--- src/rtl/stopwatch_pkg.sv ---
// Shared stopwatch definitions: FSM state encoding, digit/sample widths and
// the two-digit BCD increment used by the lap timer.
package stopwatch_pkg;

   typedef enum logic [1:0] {
      StIdle  = 2'd0,
      StRun   = 2'd1,
      StPause = 2'd2
   } state_e;

   localparam int unsigned DigitW  = 4;
   localparam int unsigned SampleW = 8;

   // Units 9 carries into tens; 99 wraps to 00.
   function automatic logic [SampleW-1:0] bcd_inc(input logic [SampleW-1:0] t);
      logic [DigitW-1:0] units;
      logic [DigitW-1:0] tens;
      units = t[DigitW-1:0];
      tens  = t[SampleW-1:DigitW];
      if (units >= 4'd9) begin
         units = '0;
         tens  = (tens >= 4'd9) ? '0 : tens + 4'd1;
      end else begin
         units = units + 4'd1;
      end
      return {tens, units};
   endfunction

endpackage

--- src/rtl/btn_debounce.sv ---
// One button path: 2-FF synchronizer, counting debouncer and a registered
// one-cycle pulse on the rising edge of the debounced level.
module btn_debounce #(
   parameter int unsigned DEBOUNCE_CYCLES = 1_000_000
) (
   input  logic clk,
   input  logic reset,
   input  logic btn_raw,
   output logic press
);

   localparam int unsigned CntW = (DEBOUNCE_CYCLES > 1) ? $clog2(DEBOUNCE_CYCLES) : 1;
   localparam logic [CntW-1:0] CntMax = CntW'(DEBOUNCE_CYCLES - 1);

   logic            sync1_q, sync2_q;
   logic            level_q, level_d;
   logic            prev_q;
   logic            press_q;
   logic [CntW-1:0] cnt_q, cnt_d;

   // Any cycle where the synchronized input agrees with the level restarts the count.
   always_comb begin
      level_d = level_q;
      cnt_d   = '0;
      if (sync2_q != level_q) begin
         if (cnt_q == CntMax) begin
            level_d = sync2_q;
         end else begin
            cnt_d = cnt_q + 1'b1;
         end
      end
   end

   always_ff @(posedge clk) begin
      if (reset) begin
         sync1_q <= 1'b0;
         sync2_q <= 1'b0;
         level_q <= 1'b0;
         cnt_q   <= '0;
         prev_q  <= 1'b0;
         press_q <= 1'b0;
      end else begin
         sync1_q <= btn_raw;
         sync2_q <= sync1_q;
         level_q <= level_d;
         cnt_q   <= cnt_d;
         prev_q  <= level_q;
         press_q <= level_q & ~prev_q;
      end
   end

   assign press = press_q;

endmodule

--- src/rtl/lap_timer.sv ---
// Stopwatch front end: debounced buttons, start/pause/clear FSM, BCD seconds
// counter, lap capture strobe and browse strobe for the sample stash.
module lap_timer
   import stopwatch_pkg::*;
#(
   parameter int unsigned DEBOUNCE_CYCLES = 1_000_000,
   parameter int unsigned TICKS_PER_UNIT  = 100_000_000
) (
   input  logic               clk,
   input  logic               reset,
   input  logic               btn_start,
   input  logic               btn_lap,
   input  logic               btn_next,
   output logic [SampleW-1:0] time_bcd,
   output logic [SampleW-1:0] sample_in,
   output logic               sample_in_valid,
   output logic               next_sample,
   output logic               running
);

   localparam int unsigned PrescW = $clog2(TICKS_PER_UNIT);
   localparam logic [PrescW-1:0] PrescMax = PrescW'(TICKS_PER_UNIT - 1);

   logic start_p, lap_p, next_p;

   btn_debounce #(.DEBOUNCE_CYCLES(DEBOUNCE_CYCLES)) u_start (
      .clk     (clk),
      .reset   (reset),
      .btn_raw (btn_start),
      .press   (start_p)
   );

   btn_debounce #(.DEBOUNCE_CYCLES(DEBOUNCE_CYCLES)) u_lap (
      .clk     (clk),
      .reset   (reset),
      .btn_raw (btn_lap),
      .press   (lap_p)
   );

   btn_debounce #(.DEBOUNCE_CYCLES(DEBOUNCE_CYCLES)) u_next (
      .clk     (clk),
      .reset   (reset),
      .btn_raw (btn_next),
      .press   (next_p)
   );

   state_e             state_q;
   logic [PrescW-1:0]  presc_q;
   logic [SampleW-1:0] time_q;
   logic [SampleW-1:0] sample_q;
   logic               valid_q;
   logic               next_q;
   logic               pend_q;
   logic               running_q;

   logic capture, next_req, tick;

   // Start beats lap in the same cycle, so a capture needs lap without start.
   assign capture  = (state_q == StRun) & lap_p & ~start_p;
   assign next_req = next_p | pend_q;
   assign tick     = (state_q == StRun) && (presc_q == PrescMax);

   always_ff @(posedge clk) begin
      if (reset) begin
         state_q   <= StIdle;
         presc_q   <= '0;
         time_q    <= '0;
         sample_q  <= '0;
         valid_q   <= 1'b0;
         next_q    <= 1'b0;
         pend_q    <= 1'b0;
         running_q <= 1'b0;
      end else begin
         valid_q <= capture;
         if (capture) begin
            sample_q <= time_q;
         end
         // The stash ignores a browse while it writes, so hold it back one cycle.
         if (next_req && capture) begin
            pend_q <= 1'b1;
            next_q <= 1'b0;
         end else begin
            pend_q <= 1'b0;
            next_q <= next_req;
         end
         unique case (state_q)
            StIdle: begin
               presc_q <= '0;
               time_q  <= '0;
               if (start_p) begin
                  state_q   <= StRun;
                  running_q <= 1'b1;
               end
            end
            StRun: begin
               if (tick) begin
                  presc_q <= '0;
                  time_q  <= bcd_inc(time_q);
               end else begin
                  presc_q <= presc_q + 1'b1;
               end
               if (start_p) begin
                  state_q   <= StPause;
                  running_q <= 1'b0;
               end
            end
            StPause: begin
               if (start_p) begin
                  state_q   <= StRun;
                  running_q <= 1'b1;
               end else if (lap_p) begin
                  state_q <= StIdle;
                  presc_q <= '0;
                  time_q  <= '0;
               end
            end
            default: begin
               state_q   <= StIdle;
               running_q <= 1'b0;
            end
         endcase
      end
   end

   assign time_bcd        = time_q;
   assign sample_in       = sample_q;
   assign sample_in_valid = valid_q;
   assign next_sample     = next_q;
   assign running         = running_q;

endmodule

--- config.mk ---
export PLATFORM = sky130hd
export DESIGN_NAME = lap_timer
export DESIGN_NICKNAME = d
export VERILOG_FILES = /design/src/rtl/stopwatch_pkg.sv /design/src/rtl/btn_debounce.sv /design/src/rtl/lap_timer.sv
export SDC_FILE = /design/constraint.sdc
export NUM_CORES = 1
export LEC_CHECK = 0
export ABC_AREA = 1
export CAP_MARGIN = 30
export CORE_ASPECT_RATIO = 0.7
export CORE_MARGIN = 2
export CORE_UTILIZATION = 56
export DETAILED_ROUTE_END_ITERATION = 12
export DONT_BUFFER_PORTS = 1
export PLACE_DENSITY = 0.71
export SLEW_MARGIN = 20
export SYNTH_ARGS = -nofsm -noshare
export SYNTH_HDL_FRONTEND = slang
export SYNTH_HIERARCHICAL = 1
export SYNTH_SLANG_ARGS = --single-unit
--- constraint.sdc ---
create_clock -name clk -period 1.9 [get_ports clk]
set_input_delay 0.285 -clock clk [delete_from_list [all_inputs] [get_ports clk]]
set_output_delay 0.285 -clock clk [all_outputs]
set_load 0.02 [all_outputs]
==> results of run 1 <==
==> registers in the layout (all words and copies together) (netlist names), 2 cells and up <==
register	cells
state_q	2
sample_in	8
time_bcd	8
presc_q	27
u_start/cnt_q	20
u_next/cnt_q	20
u_lap/cnt_q	20
==> metal layers <==
| metal | global-route usage | wire, microns |
|---|---|---|
| met1 | 0.339 | 6730 |
| met2 | 0.359 | 5840 |
| met3 | 0.0537 | 813 |
| met4 | 0.100 | 179 |
| met5 | 0 | 0 |
==> cell families (layout without fill, tap and decap cells) <==
| family | after synthesis | in the layout | share of synthesized area |
|---|---|---|---|
| XOR/XNOR | 34 | 34 | 0.0476 |
| AND/OR/NAND/NOR | 509 | 509 | 0.392 |
| buffers and inverters | 107 | 144 | 0.0721 |
| flip-flops | 124 | 124 | 0.397 |
| AO/OA/AOI/OAI | 76 | 76 | 0.0709 |
| adder cells (fa/ha/maj) | 10 | 10 | 0.0200 |
==> synthesized netlist by cell type (all sizes together) <==
master,number
nor2b,1
ha,10
o22ai,1
dfxtp,124
o31ai,2
or2,14
nor3,21
xor2,24
and2,4
xnor2,10
inv,98
o21bai,3
nand2,182
a21boi,1
nor2,189
nor3b,2
nand3b,4
buf,7
clkbuf,2
a21oi,43
nand3,71
a211oi,1
nand4,21
o21ai,25
==> power by group <==
group	switching, W	internal, W
Combinational	0.0000384	0.0000167
Sequential	0.00000472	0.00261
Clock	0.00120	0.00210
Total	0.00125	0.00472
==> final cells by class <==
class	count	area, sq um	share of cell area
clock buffers	18	439	0.0618
clock inverters	14	169	0.0238
inverters	98	368	0.0518
multi-input cells	629	3330	0.468
flip-flops and latches	124	2480	0.350
well taps	153	191	0.0270
repair buffers	14	125	0.0176
==> worst min-delay path by stage <==
stage / to / slack [ps] / start / cells after the start
after floorplan: u_lap/sync1_q / 360 / reset / 1
after global placement: u_start/sync1_q / 360 / reset / 1
after detailed placement: u_lap/sync1_q / 360 / reset / 1
after CTS: u_next/sync1_q / 9 / btn_next / 2
after global routing: u_next/sync1_q / 30 / btn_next / 2
final: u_next/sync1_q / 20 / btn_next / 2
==> stage by stage <==
| step | total power, W | utilization | std cells | worst slack (ps) | hold WS, ps |
|---|---|---|---|---|---|
| final | 0.00597 | 0.650 | 1050 | 173 | 20.3 |
| after global routing | 0.00615 | 0.650 | 1050 | 14.9 | 28.0 |
| after CTS | 0.00603 | 0.649 | 1050 | 127 | 8.96 |
| after detailed placement | 0.00271 | 0.591 | 1015 | 139 | 362 |
| after global placement | 0.00271 | 0.591 | 1015 | 180 | 359 |
| after floorplan | 0.00271 | - | 860 | 391 | 356 |
==> worst max-delay path: stages (launching register included) <==
cell     delay (ps)
dfxtp_1         320
ha_1            210
nand3_1          80
inv_1            60
nand2_2         110
nor2_2           60
nand2_2         100
nand2_4         100
nand2_4         140
nand2_8         120
buf_12          160
nor3b_1         180
==> what timing repair did <==
action	4_1_cts	5_1_grt
hold buffers	3	0
endpoints found under the hold margin	21	0
setup endpoints to repair	0	11
gates resized for setup	0	1
==> flow_metrics.env, run 1 <==
export IMPL_outcome="finished clean"
export IMPL_clkSinkCount=124
export IMPL_row_count=32
export IMPL_grt_pass1_wl_microns=23300
export IMPL_max_freq_mhz=579
export IMPL_ir_worst_vdd_mv=0.754
export IMPL_io_buffers=0
export IMPL_grt_overflow_total=0
export IMPL_gp_congestion=0.931
export IMPL_design_area_sq_um=7100
export IMPL_firstDrtPassIters=5
export IMPL_worst_slew_pin_slew_ps=813
export IMPL_drc_errors=0
export IMPL_antenna_found_initial=0
export IMPL_drv_cap=0
export IMPL_final_max_slew_viol_count=0
export IMPL_syn_avg_cell_area_sq_um=7.27
export IMPL_end_kind="register"
export IMPL_setup_viol=0
export IMPL_startpoint="presc_q[0]"
export IMPL_crit_fanout=15
export IMPL_syn2layout_area_growth_pct=13.6
export IMPL_timing_rr_end="presc_q[2]"
export IMPL_nNetsFinal=899
export IMPL_leakagePower_nw=2.35
export IMPL_die_area_sq_um=12000
export IMPL_vias=5506
export IMPL_syn_inst=860
export IMPL_ff2ff_setup_slack_ps=170
export IMPL_dp_hpwl_microns=9580
export IMPL_grtUsageTotal=0.242
export IMPL_root_buffer="clkbuf_16"
export IMPL_endpoint="presc_q[2]"
export IMPL_grt_max_degree=22
export IMPL_layout_drive_gt1_share=0.132
export IMPL_initial_core_util=0.572
export IMPL_fin_crit_ps=1730
export IMPL_critPathLaunchType="register"
export IMPL_cts_max_level=4
export IMPL_ff2ff_path_depth=11
export IMPL_synth_top_cell_area_share=0.397
export IMPL_p_per_area_nw_per_um2=841
export IMPL_die_h_microns=92.4
export IMPL_final_cell_mix="nand2_1 (170), nor2_1 (165), dfxtp_1 (124)"
export IMPL_placed_area_sq_um=6450
export IMPL_cp_data_required_time_ps=2220
export IMPL_synth_area_leaders="dfxtp_1 (40%), nand2_1 (10%), nor2_1 (9.9%)"
export IMPL_syn_area_sq_um=6250
export IMPL_slew_headroom=0.456
export IMPL_ys_ff_latch=124
export IMPL_skew_ps=9.53
export IMPL_synth_nets=875
export IMPL_rsz0062_at_grt="no"
export IMPL_seq_area_frac_synth=0.397
export IMPL_synth_top_cell_by_area="dfxtp_1"
export IMPL_criticalPathCategory="reg2reg"
export IMPL_layout_cells_most_common="nand2_1"
export IMPL_ioPinCount=24
export IMPL_cts_clk_slew_worst_paths_ps=50
export IMPL_numCtsBuffers=17
export IMPL_tns_ps=0
export IMPL_ys_types=38
export IMPL_holdCritPathClass="in2reg"
export IMPL_wl_microns=13600
export IMPL_arrival_ps=2050
export IMPL_n_antenna_cell=0
export IMPL_routedWlPerCell_microns=12.9
export IMPL_fp_dieW_microns=130
export IMPL_vias_per_cell=5.24
export IMPL_grt_pass1_vias=5137
export IMPL_clock_latency_ps=420
export IMPL_worstReg2RegStart="presc_q[0]"
export IMPL_post_cts_buffers=0
export IMPL_yosysWarnings=6
export IMPL_core_sq_um=10900
export IMPL_finalCritPeriodShare=0.909
export IMPL_hold_viol_final=0
export IMPL_cts_buffer_depth=2
export IMPL_drtAntennaViolNets=0
export IMPL_fillers=961
export IMPL_cts_tree="built"
export IMPL_drt_iter0_markers=312
Power figures use the tool's default switching activity.
==> run 2, diff against run 1 <==
--- a/config.mk
+++ b/config.mk
@@ -13,4 +13,3 @@
 export DETAILED_ROUTE_END_ITERATION = 12
-export DONT_BUFFER_PORTS = 1
-export PLACE_DENSITY = 0.71
+export PLACE_DENSITY = 0.74
 export SLEW_MARGIN = 20
@@ -20 +19,2 @@
 export SYNTH_SLANG_ARGS = --single-unit
+export TNS_END_PERCENT = 50
--- a/constraint.sdc
+++ b/constraint.sdc
@@ -3,2 +3,2 @@
 set_output_delay 0.285 -clock clk [all_outputs]
-set_load 0.02 [all_outputs]
+set_load 0.01 [all_outputs]
==> run 2 against run 1 <==
Against the previous run:
- clock power is 3% lower
- critical path depth decreased by 10
- critical endpoint is now time_bcd[0]
- die area unchanged
- register-to-register slack got worse by 20 ps
==> flow_metrics.env, run 2 (synthesis gave the netlist of run 1 again) <==
export IMPL_end_kind="output port"
export IMPL_wl_microns=13700
export IMPL_seqCellArea_sq_um=2480
export IMPL_fin_crit_ps=1760
export IMPL_grt_overflow_total=0
export IMPL_rsz0062_at_grt="no"
export IMPL_cp_data_required_time_ps=1620
export IMPL_firstDrtPassIters=5
export IMPL_post_cts_buffers=0
export IMPL_crit_family="buffers and inverters"
export IMPL_crit_fanout=7
export IMPL_ir_worst_vdd_mv=0.644
export IMPL_dp_cells=1037
export IMPL_grt_pass1_wl_microns=23300
export IMPL_arrival_ps=1470
export IMPL_grt_max_degree=18
export IMPL_path_cells="clkdlybuf4s50_1"
export IMPL_p_per_area_nw_per_um2=808
export IMPL_hold_buffers=0
export IMPL_numCtsBuffers=17
export IMPL_antenna_found_initial=0
export IMPL_io_buffers=23
export IMPL_final_cell_mix="nand2_1 (170), nor2_1 (165), dfxtp_1 (124)"
export IMPL_skew_ps=11.0
export IMPL_syn2layout_area_growth_pct=16.4
export IMPL_holdCritPathClass="reg2reg"
export IMPL_largest_register_ffs=27
export IMPL_clock_latency_ps=410
export IMPL_die_area_sq_um=12000
export IMPL_leakagePower_nw=2.40
export IMPL_finalPower_w=0.00588
export IMPL_dp_hpwl_microns=9830
export IMPL_ioPinCount=24
export IMPL_hold_viol_final=0
export IMPL_setup_slack_ps=141
export IMPL_cp_slowest_cell="clkdlybuf4s50_1"
export IMPL_cts_clk_slew_worst_paths_ps=60
export IMPL_path_buf_inv=1
export IMPL_slew_headroom=0.713
export IMPL_layout_drive_gt1_share=0.128
export IMPL_routedWlPerCell_microns=12.8
export IMPL_setup_viol=0
export IMPL_grtUsageTotal=0.240
export IMPL_whs_ps=392
export IMPL_core_sq_um=10900
export IMPL_die_h_microns=92.4
export IMPL_final_max_slew_viol_count=0
export IMPL_critPathMaxStageDelay_ps=600
export IMPL_outcome="finished clean"
export IMPL_n_antenna_cell=0
export IMPL_vias_per_cell=5.18
export IMPL_nNetsFinal=918
export IMPL_initial_core_util=0.572
export IMPL_ctsResizeCount=0
export IMPL_drt_iter0_markers=479
export IMPL_fillers=894
export IMPL_criticalPathCategory="reg2out"
export IMPL_cts_max_level=4
export IMPL_critPathLaunchType="register"
export IMPL_root_buffer="clkbuf_16"
export IMPL_pre_cts_ws_ps=-22.9
export IMPL_cts_tree="built"
export IMPL_worst_slew_pin_slew_ps=429
export IMPL_fp_dieW_microns=130
export IMPL_drtAntennaViolNets=0
export IMPL_vias=5539
export IMPL_layout_cells_most_common="nand2_1"
export IMPL_finalCritPeriodShare=0.926
export IMPL_max_freq_mhz=569
export IMPL_finalNonFillerCells=1069
export IMPL_gp_congestion=0.923
export IMPL_cts_buffer_depth=2
export IMPL_row_count=32
export IMPL_top_register="presc_q"
export IMPL_grt_pass1_vias=5212
export IMPL_multi_input_area_sq_um=3320
export IMPL_clkSinkCount=124
export IMPL_drc_errors=0
export IMPL_post_route_util=0.666
export IMPL_drv_cap=0
## run 2: changes by cell type in the layout (fill, tap and decap cells not counted)
| cell | change |
|---|---|
| clkdlybuf4s50_1 | +23 |
| dlygate4sd3_1 | -3 |
| clkinv_2 | -2 |
| clkinv_4 | +2 |
| clkinvlp_4 | +2 |
| inv_6 | -2 |
| buf_4 | -1 |
| bufinv_16 | -1 |
| clkbuf_8 | +1 |
| nand2_4 | +1 |
| nand2_8 | -1 |
## run 2: power by group
part	switching (W)	internal [W]	leakage [nW]
logic	0.0000403	0.0000235	1.12
clock network	0.00120	0.00200	0.281
registers	0.00000514	0.00261	1.00
## run 2: path summary, 6_finish.rpt
path / slack (ps) / start / to / depth (start not counted)
worst min-delay path: 390 / u_start/prev_q / u_start/press / 1
worst min register to register: 390 / u_start/prev_q / u_start/press / 1
worst max register to register: 150 / presc_q[1] / time_bcd[5] / 11
worst max-delay path: 140 / time_bcd[0] / time_bcd[0] / 1
## run 2: area by class of cell
class	instances	area share
Sequential cell	124	0.341
Tap cell	153	0.0263
Timing Repair Buffer	33	0.0437
Clock inverter	13	0.0198
Inverter	98	0.0506
Clock buffer	19	0.0623
Multi-Input combinational cell	629	0.456
## run 2: metrics by stage
| step | setup TNS, ps | area [sq um] |
|---|---|---|
| global route | 0 | 7270 |
| finish | 0 | 7270 |
| detailed placement | -24.9 | 6680 |
| CTS | 0 | 7270 |
| floorplan | 0 | 6250 |
| global placement | 0 | 6680 |
## run 2: metal layers
| layer | vias to the layer above | share of wire | global-route usage |
|---|---|---|---|
| li1 | 2831 | - | - |
| met1 | 2536 | 0.50 | 0.337 |
| met2 | 160 | 0.43 | 0.370 |
| met3 | 12 | 0.060 | 0.0618 |
| met4 | 0 | 0.0077 | 0.0582 |
| met5 | - | 0 | 0 |
